File: src/rtl/oled_pkg.sv
// Shared types and constants for the SSD1306 I2C bring-up sequencer.
package oled_pkg;

  typedef enum logic [3:0] {
    StPwrWait,
    StAddr,
    StCtrl,
    StData,
    StWaitAddr,
    StWaitCtrl,
    StWaitData,
    StAbort,
    StAbortWait,
    StGap,
    StDone,
    StReady,
    StError
  } state_e;

  localparam logic [6:0] DEV_ADDR_DFLT = 7'h3C;
  localparam logic [7:0] CTRL_CMD      = 8'h00;
  localparam logic [7:0] ABORT_BYTE    = 8'hFF;

  localparam int unsigned INIT_TABLE_LEN = 25;

  // Display off, clocking, mux, offset, start line, charge pump, addressing,
  // remap, COM scan/pins, contrast, precharge, VCOMH, resume, normal, display on.
  localparam logic [7:0] INIT_TABLE [INIT_TABLE_LEN] = '{
    8'hAE, 8'hD5, 8'h80, 8'hA8, 8'h3F, 8'hD3, 8'h00, 8'h40, 8'h8D, 8'h14,
    8'h20, 8'h00, 8'hA1, 8'hC8, 8'hDA, 8'h12, 8'h81, 8'hCF, 8'hD9, 8'hF1,
    8'hDB, 8'h40, 8'hA4, 8'hA6, 8'hAF
  };

endpackage

File: src/rtl/oled_init_rom.sv
// Combinational lookup of the SSD1306 init command table.
module oled_init_rom
  import oled_pkg::*;
(
  input  logic [4:0] idx_i,
  output logic [7:0] byte_o
);

  always_comb begin
    byte_o = 8'h00;
    if (idx_i < 5'(INIT_TABLE_LEN)) begin
      byte_o = INIT_TABLE[idx_i];
    end
  end

endmodule

File: src/rtl/oled_i2c_sequencer.sv
// Drives a byte-level I2C master: power-up delay, init table write, then
// single-command runtime writes, with NACK abort/retry and sticky error.
module oled_i2c_sequencer
  import oled_pkg::*;
#(
  parameter logic [6:0]  DEV_ADDR   = DEV_ADDR_DFLT,
  parameter int unsigned PWR_CYCLES = 50000,
  parameter int unsigned RETRY_GAP  = 1000,
  parameter int unsigned MAX_RETRY  = 3,
  parameter int unsigned INIT_LEN   = 25
) (
  input  logic       clk_i,
  input  logic       rst_ni,
  output logic       i2c_valid_o,
  input  logic       i2c_ready_i,
  output logic [7:0] i2c_byte_o,
  output logic       i2c_start_o,
  output logic       i2c_stop_o,
  input  logic       i2c_done_i,
  input  logic       i2c_nack_i,
  input  logic       req_valid_i,
  input  logic [7:0] req_cmd_i,
  output logic       req_ready_o,
  output logic       init_done_o,
  output logic       busy_o,
  output logic       error_o
);

  localparam logic [16:0] PwrLast  = 17'(PWR_CYCLES - 1);
  localparam logic [16:0] GapLast  = 17'(RETRY_GAP - 1);
  localparam logic [2:0]  MaxRetry = 3'(MAX_RETRY);
  localparam logic [4:0]  InitLast = 5'(INIT_LEN - 1);

  state_e      state_q, state_d;
  logic [4:0]  idx_q, idx_d;
  logic [2:0]  retry_q, retry_d;
  logic [16:0] timer_q, timer_d;
  logic        src_init_q, src_init_d;
  logic [7:0]  cmd_q, cmd_d;
  logic        init_done_q, init_done_d;

  logic [7:0] rom_byte;
  logic [7:0] payload;
  logic       last_byte;

  oled_init_rom u_rom (
    .idx_i  (idx_q),
    .byte_o (rom_byte)
  );

  assign payload     = src_init_q ? rom_byte : cmd_q;
  assign last_byte   = src_init_q ? (idx_q == InitLast) : 1'b1;
  assign init_done_o = init_done_q;

  always_comb begin
    state_d     = state_q;
    idx_d       = idx_q;
    retry_d     = retry_q;
    timer_d     = timer_q;
    src_init_d  = src_init_q;
    cmd_d       = cmd_q;
    init_done_d = init_done_q;
    i2c_valid_o = 1'b0;
    i2c_byte_o  = 8'h00;
    i2c_start_o = 1'b0;
    i2c_stop_o  = 1'b0;
    req_ready_o = 1'b0;
    busy_o      = 1'b1;
    error_o     = 1'b0;

    unique case (state_q)
      StPwrWait: begin
        if (timer_q == PwrLast) begin
          timer_d    = '0;
          idx_d      = '0;
          src_init_d = 1'b1;
          state_d    = StAddr;
        end else begin
          timer_d = timer_q + 17'd1;
        end
      end
      StAddr: begin
        i2c_valid_o = 1'b1;
        i2c_byte_o  = {DEV_ADDR, 1'b0};
        i2c_start_o = 1'b1;
        if (i2c_ready_i) state_d = StWaitAddr;
      end
      StCtrl: begin
        i2c_valid_o = 1'b1;
        i2c_byte_o  = CTRL_CMD;
        if (i2c_ready_i) state_d = StWaitCtrl;
      end
      StData: begin
        i2c_valid_o = 1'b1;
        i2c_byte_o  = payload;
        i2c_stop_o  = last_byte;
        if (i2c_ready_i) state_d = StWaitData;
      end
      StWaitAddr: begin
        if (i2c_done_i) state_d = i2c_nack_i ? StAbort : StCtrl;
      end
      StWaitCtrl: begin
        if (i2c_done_i) state_d = i2c_nack_i ? StAbort : StData;
      end
      StWaitData: begin
        if (i2c_done_i) begin
          if (i2c_nack_i) begin
            // A NACKed stop byte already closed the frame; no dummy needed.
            if (last_byte) begin
              retry_d = retry_q + 3'd1;
              timer_d = '0;
              state_d = StGap;
            end else begin
              state_d = StAbort;
            end
          end else if (last_byte) begin
            state_d = StDone;
          end else begin
            idx_d   = idx_q + 5'd1;
            state_d = StData;
          end
        end
      end
      StAbort: begin
        i2c_valid_o = 1'b1;
        i2c_byte_o  = ABORT_BYTE;
        i2c_stop_o  = 1'b1;
        if (i2c_ready_i) state_d = StAbortWait;
      end
      StAbortWait: begin
        if (i2c_done_i) begin
          retry_d = retry_q + 3'd1;
          timer_d = '0;
          state_d = StGap;
        end
      end
      StGap: begin
        if (retry_q > MaxRetry) begin
          state_d = StError;
        end else if (timer_q == GapLast) begin
          timer_d = '0;
          idx_d   = '0;
          state_d = StAddr;
        end else begin
          timer_d = timer_q + 17'd1;
        end
      end
      StDone: begin
        init_done_d = 1'b1;
        retry_d     = '0;
        state_d     = StReady;
      end
      StReady: begin
        busy_o      = 1'b0;
        req_ready_o = 1'b1;
        if (req_valid_i) begin
          cmd_d      = req_cmd_i;
          src_init_d = 1'b0;
          idx_d      = '0;
          state_d    = StAddr;
        end
      end
      StError: begin
        busy_o  = 1'b0;
        error_o = 1'b1;
      end
      default: state_d = StPwrWait;
    endcase
  end

  always_ff @(posedge clk_i or negedge rst_ni) begin
    if (!rst_ni) begin
      state_q     <= StPwrWait;
      idx_q       <= '0;
      retry_q     <= '0;
      timer_q     <= '0;
      src_init_q  <= 1'b1;
      cmd_q       <= 8'h00;
      init_done_q <= 1'b0;
    end else begin
      state_q     <= state_d;
      idx_q       <= idx_d;
      retry_q     <= retry_d;
      timer_q     <= timer_d;
      src_init_q  <= src_init_d;
      cmd_q       <= cmd_d;
      init_done_q <= init_done_d;
    end
  end

endmodule

File: config.mk
export PLATFORM = sky130hd
export DESIGN_NAME = oled_i2c_sequencer
export DESIGN_NICKNAME = d
export VERILOG_FILES = /design/src/rtl/oled_pkg.sv /design/src/rtl/oled_init_rom.sv /design/src/rtl/oled_i2c_sequencer.sv
export SDC_FILE = /design/constraint.sdc
export NUM_CORES = 1
export LEC_CHECK = 0
export CAP_MARGIN = 20
export CORE_AREA = 5 5 111 103
export CTS_CLUSTER_SIZE = 12
export DETAILED_ROUTE_END_ITERATION = 12
export DIE_AREA = 0 0 116 108
export GPL_ROUTABILITY_DRIVEN = 0
export MAX_ROUTING_LAYER = met4
export PLACE_DENSITY_LB_ADDON = 0.1
export SLEW_MARGIN = 20
export SYNTH_ARGS = -nofsm -noshare
export SYNTH_HDL_FRONTEND = slang
export SYNTH_SLANG_ARGS = --single-unit
File: constraint.sdc
create_clock -name clk_i -period 2.7 [get_ports clk_i]
set_input_delay 0.675 -clock clk_i [delete_from_list [all_inputs] [get_ports clk_i]]
set_output_delay 0.675 -clock clk_i [all_outputs]
set_load 0.02 [all_outputs]
==> flow_summary.yaml <==
critical_path:
  cp-end-kind: "primary output"
  startpoint_type: "flop"
  crit_path_max_fanout: 18
  cp.arrival_ns: 1.95
  r2r_cells: 7
  crit_type: "flop to primary output"
  cp_slowest_cell: "clkdlybuf4s50_1"
  crit_required_ns: 2.03
  slowest_delay_ns: 0.61
  worstPathCellList: "buf_12 > nand2b_1 > nor2_4 > nor2_1 > clkdlybuf4s50_1"
synth:
  async_flop_share_pct: 100.0
  synth_common_cells: "44 x nand2_1, 38 x dfrtp_1, 20 x o21ai_0"
  synth.top_cell.area_share_pct: 32.14
  yosys.area.top_type: "dfrtp_1"
  avgSynthCellArea_sq_um: 8.455
  ys.flop_type: "dfrtp_1"
  synth_seq_cells: 39
  synth_fp_nets: 372
  synth_cells: 350
  synth_most_common_cell: "nand2_1"
  synth-edff-count: 0
  yosys_warnings: 0
  ys_types: 65
  ys_seq_area_share_pct: 33.02
  synth_area_sq_mm: 0.002959
  synth_area_leaders: "dfrtp_1 32%, nand2_1 5.6%, o211ai_1 4.8%"
timing:
  fin_crit_sh_pct: 97.05
  slew_headroom_pct: 59.80
  setup_ws_ns: 0.07960
  maxClockFrequency_ghz: 0.3816
  setup_violations: 0
  finalMaxSlewViolations: 0
  worstMarginPinSlew_ns: 0.5975
  period_needed_ns: 2.620
  fin_hold_ws_ns: 0.2596
  skew_ns: 0.005493
  rsz0062_at_grt: "true"
  hold_violations: 0
power_and_ir_drop:
  seq_power_share_pct: 26.4
  p_int_mw: 2.110
  p_leak_nw: 1.630
  pwr-share-clk_pct: 15.2
  p_comb_share_pct: 58.4
  sw_frac_of_total_pct: 45.68
  p_switching_mw: 1.774
  powerDensity_mw_per_mm2: 990.6
  ir_worst_vdd_uv: 449.5
clock_tree:
  cts_root_buf: "clkbuf_16"
  holdBufCountCts: 0
  clockBufferDepth: 2
  insertion_delay_ns: 0.28
  numCtsBuffers: 5
  clock-sinks: 39
  cts_tree: "built"
  htreeDepth: 2
  clkTransAtPathRegs_ns: 0.06
route:
  finalWirelength_microns: 9325
  first_pass_iters: 4
  postRouteAntennaNets: 0
  num_vias: 3029
  routedWlPerCell_microns: 16.89
  viasPerCell: 5.487
  drt_iter0_drc: 181
  drc: 0
global_route:
  grt_max_degree: 23
  grtUsageTotal_pct: 15.77
  overflow: 0
  grt_pass1_vias: 2870
  antenna_found_initial: 0
  use_met2_pct: 21.36
  grt.met1_usage_pct: 24.71
  grt_pass1_wl_microns: 15350
  top_usage_layer: "met1"
  gr-usage-met3_pct: 2.350
floorplanning:
  fp.dieH_microns: 108
  start_util_pct: 29.38
  coreArea_sq_mm: 0.01007
  num_rows: 35
  die_w_microns: 116
  dieArea_sq_mm: 0.01253
  ioPinCount: 29
place:
  dp_hpwl_microns: 7103
  port_buffers: 28
  dp_slack_ns: -0.1433
finish:
  drive_gt1_share_pct: 26.00
  area.growth.synth_to_final_pct: 32.52
  fillCellCount: 1055
  nNetsFinal: 444
  post-route-util_pct: 38.93
  diodes: 0
hold_path:
  hp-class: "input port to asynchronous set/reset pin"
outcome:
  status: "finished clean"
job:
  maxCapViolations: 0
==> layout by cell type, fill, tap and decap left out, drive strengths merged, types with 13 or more instances in the layout <==
cell type / synthesis / layout
o21ai: 22 / 22
a21oi: 13 / 13
inv: 15 / 15
o211ai: 19 / 19
clkdlybuf4s50: 0 / 15
buf: 7 / 66
dfrtp: 38 / 38
nand2: 44 / 44
nor2: 16 / 16
==> power by group through the flow <==
stage | Combinational [mW] | Sequential, mW | Clock, mW
after detailed placement | 2.31 | 1.03 | 0
final | 2.27 | 1.03 | 0.591
after floorplan | 1.50 | 0.960 | 0
after global placement | 2.31 | 1.03 | 0
after CTS | 2.28 | 1.02 | 0.610
after global routing | 2.52 | 1.06 | 0.628
==> flip-flops by register name, indices dropped and copies added, names as in the netlist <==
name and count:
cmd_q 8, state_q 4, src_init_q 1, init_done_o 1
timer_q 17, idx_q 5, retry_q 3
==> final timing paths <==
check | startpoint | to | slack, ns
max reg2reg | timer_q[0] | timer_q[16] | 0.19
max in group asynchronous | rst_ni | timer_q[7] | 1.93
max | state_q[2] | busy_o | 0.08
min reg2reg | init_done_o | init_done_o | 0.48
min | rst_ni | cmd_q[2] | 0.26
min in group clk_i | init_done_o | init_done_o | 0.48
==> critical path: cells and delay by family, from the launching register on <==
| kind | cells | cell delay (ns) |
|---|---|---|
| AND/OR/NAND/NOR | 3 | 0.34 |
| buffers and inverters | 2 | 0.80 |
| flip-flops | 1 | 0.52 |
==> metal layers <==
layer / vias to the layer above / part of all wire [%]
met4: 0 / 0.58
met3: 4 / 6.3
met1: 1463 / 51
li1: 1493 / -
met2: 69 / 42
met5: - / 0
==> timing repair <==
item,in CTS,in global routing
endpoints found under the setup margin,11,11
buffers inserted,1,0
pin swaps,2,2
resized for setup,43,16
==> area by class of cell <==
| cell class | count | area (sq um) | area share (%) |
|---|---|---|---|
| clock inverter | 2 | 12.51 | 0.3191 |
| tap | 129 | 161.4 | 4.116 |
| timing repair buffer | 86 | 698.2 | 17.80 |
| inverter | 15 | 56.30 | 1.436 |
| multi-input combinational | 275 | 1884 | 48.05 |
| sequential | 39 | 979.7 | 24.98 |
| clock buffer | 6 | 128.9 | 3.287 |
==> stage by stage <==
stage               std cells  setup TNS, ns  power [mW]  area [sq um]
finish                    552              0       3.884          3921
global route              552       -0.06330       4.205          3921
CTS                       552       -0.05989       3.909          3900
detailed placement        543        -0.7198       3.335          3757
global placement          543        -0.6108       3.340          3757
floorplan                 350              0       2.459          2959
==> kinds of logic after synthesis <==
group                      Yosys count  synth area share (%)
adders and majority gates            8                 3.383
DFF                                 39                 33.02
muxes                               16                 5.920
AOI/OAI and AO/OA                  114                 27.99
xor gates and xnor gates             2                0.5921
buffers and inverters               36                 4.736
and+or+nand+nor                    135                 24.35
Note: power is estimated with default switching activity, not from simulation.
